<file path="config.mk">
export PLATFORM = sky130hd
export DESIGN_NAME = booth4_mul_arbiter_flat
export DESIGN_NICKNAME = d
export VERILOG_FILES = /design/src/rtl/booth4_mul_arbiter_if.sv /design/src/rtl/booth4_mul_arbiter.sv /design/src/flat_wrapper.sv
export SDC_FILE = /design/constraint.sdc
export NUM_CORES = 1
export LEC_CHECK = 0
export CAP_MARGIN = 40
export CELL_PAD_IN_SITES_DETAIL_PLACEMENT = 1
export CELL_PAD_IN_SITES_GLOBAL_PLACEMENT = 1
export CORE_ASPECT_RATIO = 0.7
export CORE_MARGIN = 3
export CORE_UTILIZATION = 39
export CTS_CLUSTER_SIZE = 8
export DETAILED_ROUTE_END_ITERATION = 8
export PLACE_DENSITY = 0.87
export SLEW_MARGIN = 20
export SYNTH_ARGS = -nofsm -noshare
export SYNTH_HDL_FRONTEND = slang
export SYNTH_SLANG_ARGS = --single-unit
export TNS_END_PERCENT = 100
</file>
<file path="constraint.sdc">
create_clock -name clk -period 4.4 [get_ports clk]
set_clock_uncertainty 0.15 [all_clocks]
set_input_delay 1.32 -clock clk [delete_from_list [all_inputs] [get_ports clk]]
set_output_delay 1.32 -clock clk [all_outputs]
set_load 0.005 [all_outputs]
</file>
<file path="src/rtl/booth4_mul_arbiter_if.sv">
// Handshake bundle for the shared Booth multiplier: per-requester operand channels
// in, one tagged result channel out.
interface booth4_mul_arbiter_if #(
   parameter int WIDTH = 8,
   parameter int NREQ  = 4
);
   localparam int IDW = $clog2(NREQ);

   logic [NREQ-1:0]       req_valid;
   logic [NREQ-1:0]       req_ready;
   logic [NREQ*WIDTH-1:0] req_mcand;
   logic [NREQ*WIDTH-1:0] req_mplier;
   logic                  res_valid;
   logic                  res_ready;
   logic [IDW-1:0]        res_id;
   logic [2*WIDTH-1:0]    res_product;
   logic                  busy;

   modport slave (
      input  req_valid, req_mcand, req_mplier, res_ready,
      output req_ready, res_valid, res_id, res_product, busy
   );

   modport master (
      output req_valid, req_mcand, req_mplier, res_ready,
      input  req_ready, res_valid, res_id, res_product, busy
   );
endinterface

</file>
<file path="src/rtl/booth4_mul_arbiter.sv">
// Round-robin shared radix-4 Booth multiplier: one granted requester at a time,
// one partial product retired per clock, product returned tagged with the owner id.
module booth4_mul_arbiter #(
   parameter int WIDTH = 8,
   parameter int NREQ  = 4
) (
   input logic                 clk,
   input logic                 rst_n,
   booth4_mul_arbiter_if.slave bus
);
   localparam int IDW   = $clog2(NREQ);
   localparam int NSTEP = WIDTH / 2;
   localparam int SW    = (NSTEP > 1) ? $clog2(NSTEP) : 1;
   localparam logic [SW-1:0]  LAST_STEP = SW'(NSTEP - 1);
   localparam logic [IDW-1:0] LAST_REQ  = IDW'(NREQ - 1);

   typedef enum logic [1:0] {IDLE, CALC, DONE} state_e;

   state_e               state_q;
   logic [IDW-1:0]       rr_ptr_q;
   logic [IDW-1:0]       id_q;
   logic [2*WIDTH-1:0]   m_q;
   logic [WIDTH-1:0]     q_q;
   logic                 q_m1_q;
   logic [2*WIDTH-1:0]   acc_q;
   logic [SW-1:0]        step_q;
   logic                 res_valid_q;
   logic [IDW-1:0]       res_id_q;
   logic [2*WIDTH-1:0]   res_product_q;

   logic                 grant_found;
   logic [IDW-1:0]       grant_id;
   logic [IDW-1:0]       scan_idx;
   logic [NREQ-1:0]      req_ready_d;
   logic [WIDTH-1:0]     mcand_sel;
   logic [WIDTH-1:0]     mplier_sel;
   logic [2*WIDTH-1:0]   pp_d;
   logic [2*WIDTH-1:0]   acc_d;

   // Round-robin search starting at rr_ptr_q and wrapping.
   always_comb begin
      // NOTE: every variable gets a default before any conditional write so no latch is inferred.
      grant_found = 1'b0;
      grant_id    = '0;
      scan_idx    = '0;
      for (int i = 0; i < NREQ; i++) begin
         scan_idx = IDW'((int'(rr_ptr_q) + i) % NREQ);
         if (!grant_found && bus.req_valid[scan_idx]) begin
            grant_found = 1'b1;
            grant_id    = scan_idx;
         end
      end
   end

   always_comb begin
      req_ready_d = '0;
      mcand_sel   = '0;
      mplier_sel  = '0;
      if (state_q == IDLE && grant_found) begin
         req_ready_d[grant_id] = 1'b1;
      end
      for (int i = 0; i < NREQ; i++) begin
         if (IDW'(i) == grant_id) begin
            mcand_sel  = bus.req_mcand[i*WIDTH +: WIDTH];
            mplier_sel = bus.req_mplier[i*WIDTH +: WIDTH];
         end
      end
   end

   // m_q is pre-shifted by 2k, so the selected multiple is already aligned to acc.
   always_comb begin
      pp_d = '0;
      case ({q_q[1:0], q_m1_q})
         3'b001, 3'b010: pp_d = m_q;
         3'b011:         pp_d = m_q << 1;
         3'b100:         pp_d = -(m_q << 1);
         3'b101, 3'b110: pp_d = -m_q;
         default:        pp_d = '0;
      endcase
      acc_d = acc_q + pp_d;
   end

   // NOTE: sequential state uses non-blocking assignments so every register samples pre-edge values.
   always_ff @(posedge clk or negedge rst_n) begin
      if (!rst_n) begin
         state_q       <= IDLE;
         rr_ptr_q      <= '0;
         id_q          <= '0;
         m_q           <= '0;
         q_q           <= '0;
         q_m1_q        <= 1'b0;
         acc_q         <= '0;
         step_q        <= '0;
         res_valid_q   <= 1'b0;
         res_id_q      <= '0;
         res_product_q <= '0;
      end else begin
         case (state_q)
            IDLE: begin
               if (grant_found) begin
                  m_q      <= {{WIDTH{mcand_sel[WIDTH-1]}}, mcand_sel};
                  q_q      <= mplier_sel;
                  q_m1_q   <= 1'b0;
                  acc_q    <= '0;
                  step_q   <= '0;
                  id_q     <= grant_id;
                  rr_ptr_q <= (grant_id == LAST_REQ) ? '0 : grant_id + 1'b1;
                  state_q  <= CALC;
               end
            end
            CALC: begin
               acc_q  <= acc_d;
               m_q    <= m_q << 2;
               q_q    <= q_q >> 2;
               q_m1_q <= q_q[1];
               step_q <= step_q + 1'b1;
               if (step_q == LAST_STEP) begin
                  res_product_q <= acc_d;
                  res_id_q      <= id_q;
                  res_valid_q   <= 1'b1;
                  state_q       <= DONE;
               end
            end
            DONE: begin
               if (bus.res_ready) begin
                  res_valid_q <= 1'b0;
                  state_q     <= IDLE;
               end
            end
            default: state_q <= IDLE;
         endcase
      end
   end

   assign bus.req_ready   = req_ready_d;
   assign bus.res_valid   = res_valid_q;
   assign bus.res_id      = res_id_q;
   assign bus.res_product = res_product_q;
   assign bus.busy        = (state_q != IDLE);

endmodule
</file>
<file path="src/flat_wrapper.sv">
// flat-port wrapper written by rule: the top's interface ports become plain ports
module booth4_mul_arbiter_flat 
#(
   parameter int WIDTH = 8,
   parameter int NREQ  = 4
)
  (clk, rst_n, bus_req_valid, bus_req_mcand, bus_req_mplier, bus_res_ready, bus_req_ready, bus_res_valid, bus_res_id, bus_res_product, bus_busy);
  booth4_mul_arbiter_if #(.WIDTH(WIDTH), .NREQ(NREQ)) bus_i ();
  input logic clk;
  input logic rst_n;
  input wire logic [$bits(bus_i.req_valid)-1:0] bus_req_valid;
  input wire logic [$bits(bus_i.req_mcand)-1:0] bus_req_mcand;
  input wire logic [$bits(bus_i.req_mplier)-1:0] bus_req_mplier;
  input wire logic [$bits(bus_i.res_ready)-1:0] bus_res_ready;
  output wire logic [$bits(bus_i.req_ready)-1:0] bus_req_ready;
  output wire logic [$bits(bus_i.res_valid)-1:0] bus_res_valid;
  output wire logic [$bits(bus_i.res_id)-1:0] bus_res_id;
  output wire logic [$bits(bus_i.res_product)-1:0] bus_res_product;
  output wire logic [$bits(bus_i.busy)-1:0] bus_busy;
  assign bus_i.req_valid = bus_req_valid;
  assign bus_i.req_mcand = bus_req_mcand;
  assign bus_i.req_mplier = bus_req_mplier;
  assign bus_i.res_ready = bus_res_ready;
  assign bus_req_ready = bus_i.req_ready;
  assign bus_res_valid = bus_i.res_valid;
  assign bus_res_id = bus_i.res_id;
  assign bus_res_product = bus_i.res_product;
  assign bus_busy = bus_i.busy;
  booth4_mul_arbiter #(.WIDTH(WIDTH), .NREQ(NREQ)) u_core (.clk(clk), .rst_n(rst_n), .bus(bus_i));
endmodule
</file>
==> run metrics <==
share of cells above drive strength 1 0.1302; worst min path class flip-flop to flip-flop; initial drt markers 321; Placed Area 6006 µm²; CP arrival 2840 ps; final setup violation count 0; fin. max-slew vios 0; Hold Buf Count CTS 0; Final Power 5.754 mW; most frequent cells after synthesis nand2_1 (77), dfrtp_1 (68), a21oi_1 (65), o21ai_0 (64), nor2_1 (50); initial antenna violation count 0; WP buf/inv 3; fill count 1399; vias per cell 5.831; total global-route track usage 0.2379; Seq cells post-synth 68; Max Clock Freq 231.9 MHz; Root Driver clkbuf_16; Syn. warnings 0; most common cell in the netlist nand2_1; share of the core filled with cells 0.5394; dpl ws -468.9 ps; Area contributors post-synth dfrtp_1 (35%), a21oi_1 (6.6%), o21ai_0 (6.5%), nand2_1 (5.9%), ha_1 (5.4%); initial cell density of the core 0.4095; Skew-Pair Late Insertion Delay 340 ps; Antenna diodes 0; CORE AREA 11970 µm²; Post-Syn Instances 595; DP HPWL 12320 µm; critical path type input pin to output pin; Non-Filler Instances 848; placed cells 824; fraction of registers with async set/reset 1.000; Yosys top cell area share 0.3470; CTS Buf Count 9; Area Overhead vs Synth 31.72%; EDFF count, synth 0; WL per Instance 19.52 µm; Mapped Area 4903 µm²; crit-path cells dlygate4sd2_1, a21oi_1, o22ai_1, a21oi_2, inv_2, ha_4, and2_1, clkdlybuf4s50_1; Leak Pwr 2.784 nW; H-tree depth 3; clock transition at the registers of the reported paths 50 ps; total die area 13980 µm²; largest net degree at the start of global routing 41; RSZ-0062 raised after global routing false; crit start category input pin; area taken by multi-input logic gates 2973 µm²; post-layout min period 4312 ps; TritonRoute pass-1 iters 6; CTS Sinks 68; Avg Cell Area, Syn 8.241 µm²; Syn Nets 688; IO Pins 95; post-synthesis sequential area ratio 0.3470; CTS tree done; dominant synthesized flop cell dfrtp_1; area leader, netlist dfrtp_1; max incr delay on CP 430 ps; power density over cell area 890.8 nW/µm²; gr ovfl total 0; Synth cell types 65; Crit. End Element output pin; period utilisation layout 0.9800; die height 99.82 µm; number of cell rows 33; Setup TNS Final 0 ps; global-route wire length before repair 27080 µm; CP max-delay cell clkdlybuf4s50_1; Die W 140.0 µm; Hold WS 332.1 ps; max cap viols 0; Peak supply drop 0.4218 mV; # DRC 0; Design Area, Final 6459 µm²; vias in the first global route 5217; Max transition margin 0.4606; clk buf depth 2; FF/Latch Area 1702 µm²; CP top delay family buffers and inverters; DR vias 4945; run status finished clean; final worst slack 88.10 ps; port bufs 94; routed wire length 16560 µm; GPL Wtd Cong 0.8916; Nets 779; Tightest Pin Transition 806.3 ps; Required @ worst endpoint 2930 ps; final hold vios 0; crit-path max FO 3; ANT nets after route 0
[metal layers]
layer / GRT usage / up-vias / share of wire
li1: - / 2329 / -
met1: 0.3167 / 2482 / 0.45
met2: 0.4104 / 119 / 0.50
met3: 0.04286 / 15 / 0.038
met4: 0.04989 / 0 / 0.010
met5: 0 / - / 0
[report_power, final]
part           internal (mW)  switching, mW  leakage [nW]  total [mW]
combinational           1.57           2.14          1.77        3.71
sequential             0.929          0.304         0.860        1.23
clock                  0.528          0.285         0.158       0.813
[path summary, 6_finish.rpt]
kind	slack (ps)	to	start	cells past startpoint
setup / recovery	90	bus_req_ready[0]	bus_req_valid[2]	8
hold / removal	330	u_core.bus.res_product[12]	u_core.bus.res_product[12]	2
setup reg to reg	180	u_core.acc_q[15]	u_core.m_q[5]	15
hold reg to reg	330	u_core.bus.res_product[12]	u_core.bus.res_product[12]	2
max in group asynchronous	2540	u_core.acc_q[3]	rst_n	2
min in group asynchronous	890	u_core.m_q[12]	rst_n	1
[kinds of logic after synthesis]
kind of cell | share of synthesized area
AND/OR/NAND/NOR | 0.1699
XOR/XNOR | 0.05460
flip-flops | 0.3470
AO/OA/AOI/OAI | 0.2917
adder cells (fa/ha/maj) | 0.05767
buffers and inverters | 0.05920
multiplexers | 0.01990
[state kept, by name, indices dropped and copies added (netlist names), 2 cells and up]
signal and flops:
u_core.acc_q 16, u_core.bus.res_product 16, u_core.m_q 16, u_core.q_q 8, u_core.bus.res_id 2, u_core.id_q 2
u_core.rr_ptr_q 2, u_core.state_q 2, u_core.step_q 2
[placed cells by master, fill, tap and decap left out, types with 4 or more instances in the layout]
| cell | n |
|---|---|
| o21bai_1 | 4 |
| o21ai_0 | 63 |
| xor2_1 | 16 |
| a22oi_1 | 30 |
| a221oi_1 | 4 |
| a21o_1 | 7 |
| clkbuf_16 | 9 |
| nand2_1 | 76 |
| buf_4 | 31 |
| a21oi_1 | 63 |
| nor2b_1 | 4 |
| a31oi_1 | 4 |
| nor2_1 | 49 |
| nand3_1 | 9 |
| and2_1 | 8 |
| inv_2 | 4 |
| dfrtp_1 | 68 |
| a211oi_1 | 5 |
| or2_2 | 4 |
| clkdlybuf4s50_1 | 86 |
| xnor2_1 | 12 |
| mux2_2 | 6 |
| a221o_1 | 9 |
| nor3_1 | 4 |
| inv_1 | 8 |
| ha_1 | 20 |
[what timing repair did]
action / CTS / global route
buffers inserted: 6 / 2
gates resized for setup: 18 / 13
endpoints found under the hold margin: 0 / 0
setup endpoints to repair: 4 / 6
pin swaps: 2 / 3
cloned: 0 / 0
[layout make-up]
| type | instances | share of cell area |
|---|---|---|
| clock buffers | 11 | 0.03913 |
| clock inverters | 5 | 0.01298 |
| inverters | 12 | 0.006974 |
| multi-input cells | 467 | 0.4603 |
| flip-flops and latches | 68 | 0.2635 |
| well taps | 157 | 0.03041 |
| repair buffers | 128 | 0.1867 |
[worst register-to-register path, stage by stage, from the launching register on]
cell	delay [ps]
dfrtp_1	490
nor4_4	310
buf_4	190
nand2_1	140
nand2_1	110
nand2_1	50
a2111oi_0	420
a31o_2	180
ha_1	280
a21o_1	240
a211o_1	330
a211o_2	310
a21oi_1	260
o21ai_0	190
a31o_1	240
a22o_1	220
(Power assumes the default switching activity.)
